$ cat src/rtl/noc_wrr_if.sv
// Bundle between the router input buffers, the WRR scheduler and the output link.
// Handshake: a flit moves on a cycle where valid and ready are both high; valid, once up, holds its flit until accepted.
interface noc_wrr_if #(
  parameter int FLIT_WIDTH   = 32,
  parameter int CHANNELS     = 7,
  parameter int WEIGHT_WIDTH = 4
);
  logic [CHANNELS-1:0][FLIT_WIDTH-1:0]   in_flit;
  logic [CHANNELS-1:0]                   in_last;
  logic [CHANNELS-1:0]                   in_valid;
  logic [CHANNELS-1:0]                   in_ready;
  logic [FLIT_WIDTH-1:0]                 out_flit;
  logic                                  out_last;
  logic                                  out_valid;
  logic                                  out_ready;
  logic [CHANNELS-1:0][WEIGHT_WIDTH-1:0] cfg_weight;
  logic [CHANNELS-1:0]                   grant;

  modport master (
    output in_flit, in_last, in_valid, out_ready, cfg_weight,
    input  in_ready, out_flit, out_last, out_valid, grant
  );

  modport slave (
    input  in_flit, in_last, in_valid, out_ready, cfg_weight,
    output in_ready, out_flit, out_last, out_valid, grant
  );
endinterface

$ cat src/rtl/noc_wrr_scheduler.sv
// Weighted round-robin packet scheduler and output mux for one NoC output port.
// A channel wins in IDLE and keeps the link in ROUTE until its last flit transfers.
module noc_wrr_scheduler #(
  parameter int FLIT_WIDTH   = 32,
  parameter int CHANNELS     = 7,
  parameter int WEIGHT_WIDTH = 4
) (
  input  logic     clk,
  input  logic     rst_n,
  noc_wrr_if.slave bus,
  output logic     o_dbg_state
);
  localparam int IDX_W = $clog2(CHANNELS);

  typedef enum logic {S_IDLE = 1'b0, S_ROUTE = 1'b1} state_t;

  state_t                  r_state;
  logic [IDX_W-1:0]        r_owner;
  logic [IDX_W-1:0]        r_ptr;
  logic [CHANNELS-1:0]     r_grant;
  logic [WEIGHT_WIDTH-1:0] r_credit [CHANNELS];

  logic [CHANNELS-1:0]     w_eligible;
  logic                    w_found;
  logic [IDX_W-1:0]        w_pick;
  int                      w_scan;
  logic                    w_route;
  logic                    w_owner_valid;
  logic                    w_xfer;

  always_comb begin
    for (int c = 0; c < CHANNELS; c++) begin
      w_eligible[c] = bus.in_valid[c] && (r_credit[c] != '0);
    end
  end

  // Scan starts just after the last served channel, wrapping around.
  always_comb begin
    w_found = 1'b0;
    w_pick  = '0;
    w_scan  = 0;
    for (int k = 1; k <= CHANNELS; k++) begin
      w_scan = int'(r_ptr) + k;
      if (w_scan >= CHANNELS) w_scan = w_scan - CHANNELS;
      if (!w_found && w_eligible[IDX_W'(w_scan)]) begin
        w_found = 1'b1;
        w_pick  = IDX_W'(w_scan);
      end
    end
  end

  assign w_route       = (r_state == S_ROUTE);
  assign w_owner_valid = w_route && bus.in_valid[r_owner];
  assign w_xfer        = w_owner_valid && bus.out_ready;

  assign bus.out_valid = w_owner_valid;
  assign bus.in_ready  = w_xfer ? r_grant : '0;
  assign bus.out_flit  = w_route ? bus.in_flit[r_owner] : '0;
  assign bus.out_last  = w_route && bus.in_last[r_owner];
  assign bus.grant     = r_grant;
  assign o_dbg_state   = r_state;

  always_ff @(posedge clk or negedge rst_n) begin
    if (!rst_n) begin
      r_state <= S_IDLE;
      r_owner <= '0;
      r_ptr   <= IDX_W'(CHANNELS - 1);
      r_grant <= '0;
      for (int c = 0; c < CHANNELS; c++) r_credit[c] <= '0;
    end else begin
      case (r_state)
        S_IDLE: begin
          if (w_found) begin
            r_owner <= w_pick;
            r_grant <= CHANNELS'(1) << w_pick;
            r_state <= S_ROUTE;
          end else if (|bus.in_valid) begin
            // Round exhausted for every requester: refill, a zero weight counts as one.
            for (int c = 0; c < CHANNELS; c++) begin
              r_credit[c] <= (bus.cfg_weight[c] == '0) ? WEIGHT_WIDTH'(1) : bus.cfg_weight[c];
            end
          end
        end
        S_ROUTE: begin
          if (w_xfer && bus.in_last[r_owner]) begin
            r_credit[r_owner] <= r_credit[r_owner] - WEIGHT_WIDTH'(1);
            r_ptr             <= r_owner;
            r_grant           <= '0;
            r_state           <= S_IDLE;
          end
        end
        default: r_state <= S_IDLE;
      endcase
    end
  end
endmodule

$ cat src/flat_wrapper.sv
// flat-port wrapper written by rule: the top's interface ports become plain ports
module noc_wrr_scheduler_flat 
#(
  parameter int FLIT_WIDTH   = 32,
  parameter int CHANNELS     = 7,
  parameter int WEIGHT_WIDTH = 4
)
  (clk, rst_n, o_dbg_state, bus_in_flit, bus_in_last, bus_in_valid, bus_out_ready, bus_cfg_weight, bus_in_ready, bus_out_flit, bus_out_last, bus_out_valid, bus_grant);
  noc_wrr_if #(.FLIT_WIDTH(FLIT_WIDTH), .CHANNELS(CHANNELS), .WEIGHT_WIDTH(WEIGHT_WIDTH)) bus_i ();
  input  logic clk;
  input  logic rst_n;
  output logic o_dbg_state;
  input wire logic [$bits(bus_i.in_flit)-1:0] bus_in_flit;
  input wire logic [$bits(bus_i.in_last)-1:0] bus_in_last;
  input wire logic [$bits(bus_i.in_valid)-1:0] bus_in_valid;
  input wire logic [$bits(bus_i.out_ready)-1:0] bus_out_ready;
  input wire logic [$bits(bus_i.cfg_weight)-1:0] bus_cfg_weight;
  output wire logic [$bits(bus_i.in_ready)-1:0] bus_in_ready;
  output wire logic [$bits(bus_i.out_flit)-1:0] bus_out_flit;
  output wire logic [$bits(bus_i.out_last)-1:0] bus_out_last;
  output wire logic [$bits(bus_i.out_valid)-1:0] bus_out_valid;
  output wire logic [$bits(bus_i.grant)-1:0] bus_grant;
  assign bus_i.in_flit = bus_in_flit;
  assign bus_i.in_last = bus_in_last;
  assign bus_i.in_valid = bus_in_valid;
  assign bus_i.out_ready = bus_out_ready;
  assign bus_i.cfg_weight = bus_cfg_weight;
  assign bus_in_ready = bus_i.in_ready;
  assign bus_out_flit = bus_i.out_flit;
  assign bus_out_last = bus_i.out_last;
  assign bus_out_valid = bus_i.out_valid;
  assign bus_grant = bus_i.grant;
  noc_wrr_scheduler #(.FLIT_WIDTH(FLIT_WIDTH), .CHANNELS(CHANNELS), .WEIGHT_WIDTH(WEIGHT_WIDTH)) u_core (.clk(clk), .rst_n(rst_n), .bus(bus_i), .o_dbg_state(o_dbg_state));
endmodule
$ cat config.mk
export PLATFORM = sky130hd
export DESIGN_NAME = noc_wrr_scheduler_flat
export DESIGN_NICKNAME = d
export VERILOG_FILES = /design/src/rtl/noc_wrr_if.sv /design/src/rtl/noc_wrr_scheduler.sv /design/src/flat_wrapper.sv
export SDC_FILE = /design/constraint.sdc
export NUM_CORES = 1
export LEC_CHECK = 0
export ABC_AREA = 1
export BUFFER_PORTS_ARGS = -buffer_cell sky130_fd_sc_hd__buf_2
export CORE_AREA = 2 2 124 126
export CTS_BUF_LIST = sky130_fd_sc_hd__clkbuf_4
export DETAILED_ROUTE_END_ITERATION = 7
export DIE_AREA = 0 0 126 128
export PLACE_DENSITY = 0.7
export SYNTH_ARGS = -nofsm -noshare
export SYNTH_HDL_FRONTEND = slang
export SYNTH_SLANG_ARGS = --single-unit
$ cat constraint.sdc
create_clock -name clk -period 4.35 [get_ports clk]
set_input_delay 0.87 -clock clk [delete_from_list [all_inputs] [get_ports clk]]
set_output_delay 0.87 -clock clk [all_outputs]
set_load 0.02 [all_outputs]
==> metrics.csv <==
metric,value,unit
synth_top_family_by_area,simple AND/OR/NAND/NOR gates,
period_minus_slack,3.88,ns
synth_xor_area_share,1.06,%
die_w,126,um
totalWireLength,29400,um
place_hpwl,23500,um
seq_area_frac_synth,18.9,%
period_share,89.2,%
slew_headroom,35.1,%
async_reset_ff_share,100,%
slew_viol_final,0,
numCtsBuffers,5,
ys_ff_latch,42,
tns,0,ns
firstDrtPassIters,7,
synth_area_leader_cell,nand2_1,
cts_tree,done,
slowest_stage,inv_2,
synthMuxAreaShare,0,%
ys.warnings.count,0,
crit_arrival,3.01,ns
drtIter0Drc,956,
synthCells,935,
setup_viol,0,
die_h,128,um
critical_path_peak_fanout,38,
clkPwrFrac,4.0,%
start_util,37.4,%
syn_area,5570,um2
grt_pass1_wl,41600,um
vias,8167,
vdd_drop_max,0.351,mV
cp-start-kind,register,
worst_hold_path_type,register to register,
grt_max_degree,43,
busiest_layer,met2,
comb_power_share,85.5,%
synthAdderAreaFrac,2.61,%
ys_top_cells_by_count,"nand2_1, nand3_1, inv_1",
final_area,7370,um2
fmax,258,MHz
htree_levels,2,
setup_slack,0.469,ns
rows,45,
path_class,register to primary output,
clk_path_buf_depth,2,
synth_compound_area_share,22.3,%
synth_nets,1215,
status,completed,
crit_required,3.48,ns
dominantRegCellSynth,dfrtp_1,
grtUsageMet2,49.3,%
final_nets,1507,
ant_nets,0,
intPower,0.00235,W
use_met1,46.0,%
drc,0,
clk_latency,0.38,ns
place_ws,0.805,ns
io_buffers,317,
root_buffer,clkbuf_4,
power_density,909,nW/um2
finalHoldViolCount,0,
grt_use_met3,16.4,%
rsz0062_at_grt,no,
finish.utilization,49.6,%
die_area,16100,um2
post_cts_buffers,0,
cts_hold_buf,0,
antenna_found_initial,6,
wire_per_inst,20.7,um
clk_pin_slew,0.15,ns
power.switching,0.00435,W
viasPerCell,5.76,
critPathMaxStageDelay,0.62,ns
pin_count,318,
placed_cell_area,7280,um2
grt_pass1_vias,6989,
grt-ovfl-total,0,
synth_most_common_cell,nand2_1,
swShare,64.9,%
p_seq_share,10.5,%
core_area,14900,um2
timing_worst_slew_pin_value,0.973,ns
cpMostUsedCell,nand2_1,
synth_top_area_share,22.2,%
synth-edff-count,0,
path_cells,nor2_1 > nand2_1 > inv_2 > nand2_1 > nand3_1 > a221oi_1 > a21oi_1 > nand2_1 > nor2_1 > buf_2,
cts_sinks,42,
grtUsageTotal,33.9,%
ys_top_cells_by_area,"nand2_1, dfrtp_1, nand3_1, inv_1, nand4_1",
cp-end-kind,primary output,
drv_cap,0,
synthSimpleGateAreaFrac,45.1,%
drive_above_1_share,30.7,%
avgSynthCellArea,5.95,um2
area_growth_syn_to_layout,32.4,%
post_cts_resized,0,
skew,0.0251,ns
yosys.cell_types.count,45,
place.gp.congestion,0.976,
leakagePower,4.08,nW
==> cell usage in the layout (no fill, tap or decap), types with 24 or more instances in the layout <==
cell | synthesis | final
nand3_1 | 102 | 102
o21ai_0 | 24 | 24
nor2_1 | 58 | 58
a221oi_1 | 29 | 29
nand4_1 | 48 | 48
inv_1 | 82 | 81
nand2_1 | 329 | 329
a22oi_1 | 24 | 24
buf_2 | 5 | 317
a31oi_1 | 24 | 24
dfrtp_1 | 40 | 40
==> flip-flops by register name, summed over array words and instances, names as in the netlist <==
| register | cells |
|---|---|
| u_core.r_ptr | 3 |
| u_core.r_owner | 3 |
| u_core.bus.grant | 7 |
| u_core.r_credit | 28 |
| u_core.o_dbg_state | 1 |
==> per-layer routing <==
layer | part of all wire (%) | wire length, um
met5 | 0.19 | 55
met4 | 1.7 | 491
met3 | 16 | 4740
met2 | 41 | 12200
met1 | 41 | 11900
==> power groups by stage <==
stage / logic, W / registers, W / clock network [W]
floorplan: 0.00384 / 0.000671 / 0
global placement: 0.00554 / 0.000704 / 0
detailed placement: 0.00555 / 0.000700 / 0
CTS: 0.00557 / 0.000696 / 0.000266
global route: 0.00620 / 0.000716 / 0.000289
finish: 0.00573 / 0.000706 / 0.000266
==> final timing paths <==
check                                   startpoint             endpoint  slack, ns  cells after the start
min in group asynchronous                    rst_n   u_core.r_credit[6]       0.63                      1
worst min register to register  u_core.r_credit[1]   u_core.r_credit[1]       0.51                      2
worst max-delay path             u_core.r_owner[1]      bus_in_ready[0]       0.47                     10
worst max register to register     u_core.r_ptr[1]  u_core.r_credit[14]       0.66                     16
max in group asynchronous                    rst_n  u_core.r_credit[12]       3.10                      1
worst min-delay path            u_core.r_credit[1]   u_core.r_credit[1]       0.51                      2
==> cell type report <==
class | count | area (um2)
fillers | 1587 | 7490
multi-input cells | 758 | 3960
repair buffers | 330 | 1700
flip-flops and latches | 42 | 1050
inverters | 90 | 340
well taps | 188 | 235
clock inverters | 3 | 43.8
clock buffers | 5 | 37.5
diodes | 3 | 7.51
==> stage by stage <==
step / cells / hold slack (ns) / total power, W
6_report: 1419 / 0.510 / 0.00670
5_1_grt: 1417 / 0.541 / 0.00720
4_1_cts: 1416 / 0.505 / 0.00653
3_5_place_dp: 1408 / 0.471 / 0.00625
3_3_place_gp: 1408 / 0.472 / 0.00624
2_1_floorplan: 935 / 0.449 / 0.00451
==> kinds of logic (layout without fill, tap and decap cells) <==
logic type,after synthesis,in the layout
adders and majority gates,11,11
xor gates and xnor gates,5,5
AOI/OAI and AO/OA,178,178
DFF,42,42
and+or+nand+nor,564,564
other,0,3
buffers and inverters,135,428
==> worst max-delay path, delay by kind of cell (launching register included) <==
kind                   cells  cell delay, ns
AND/OR/NAND/NOR            6            1.05
buffers and inverters      2            0.81
flip-flops                 1            0.48
AO/OA/AOI/OAI              2            0.31
(Power assumes the default switching activity.)
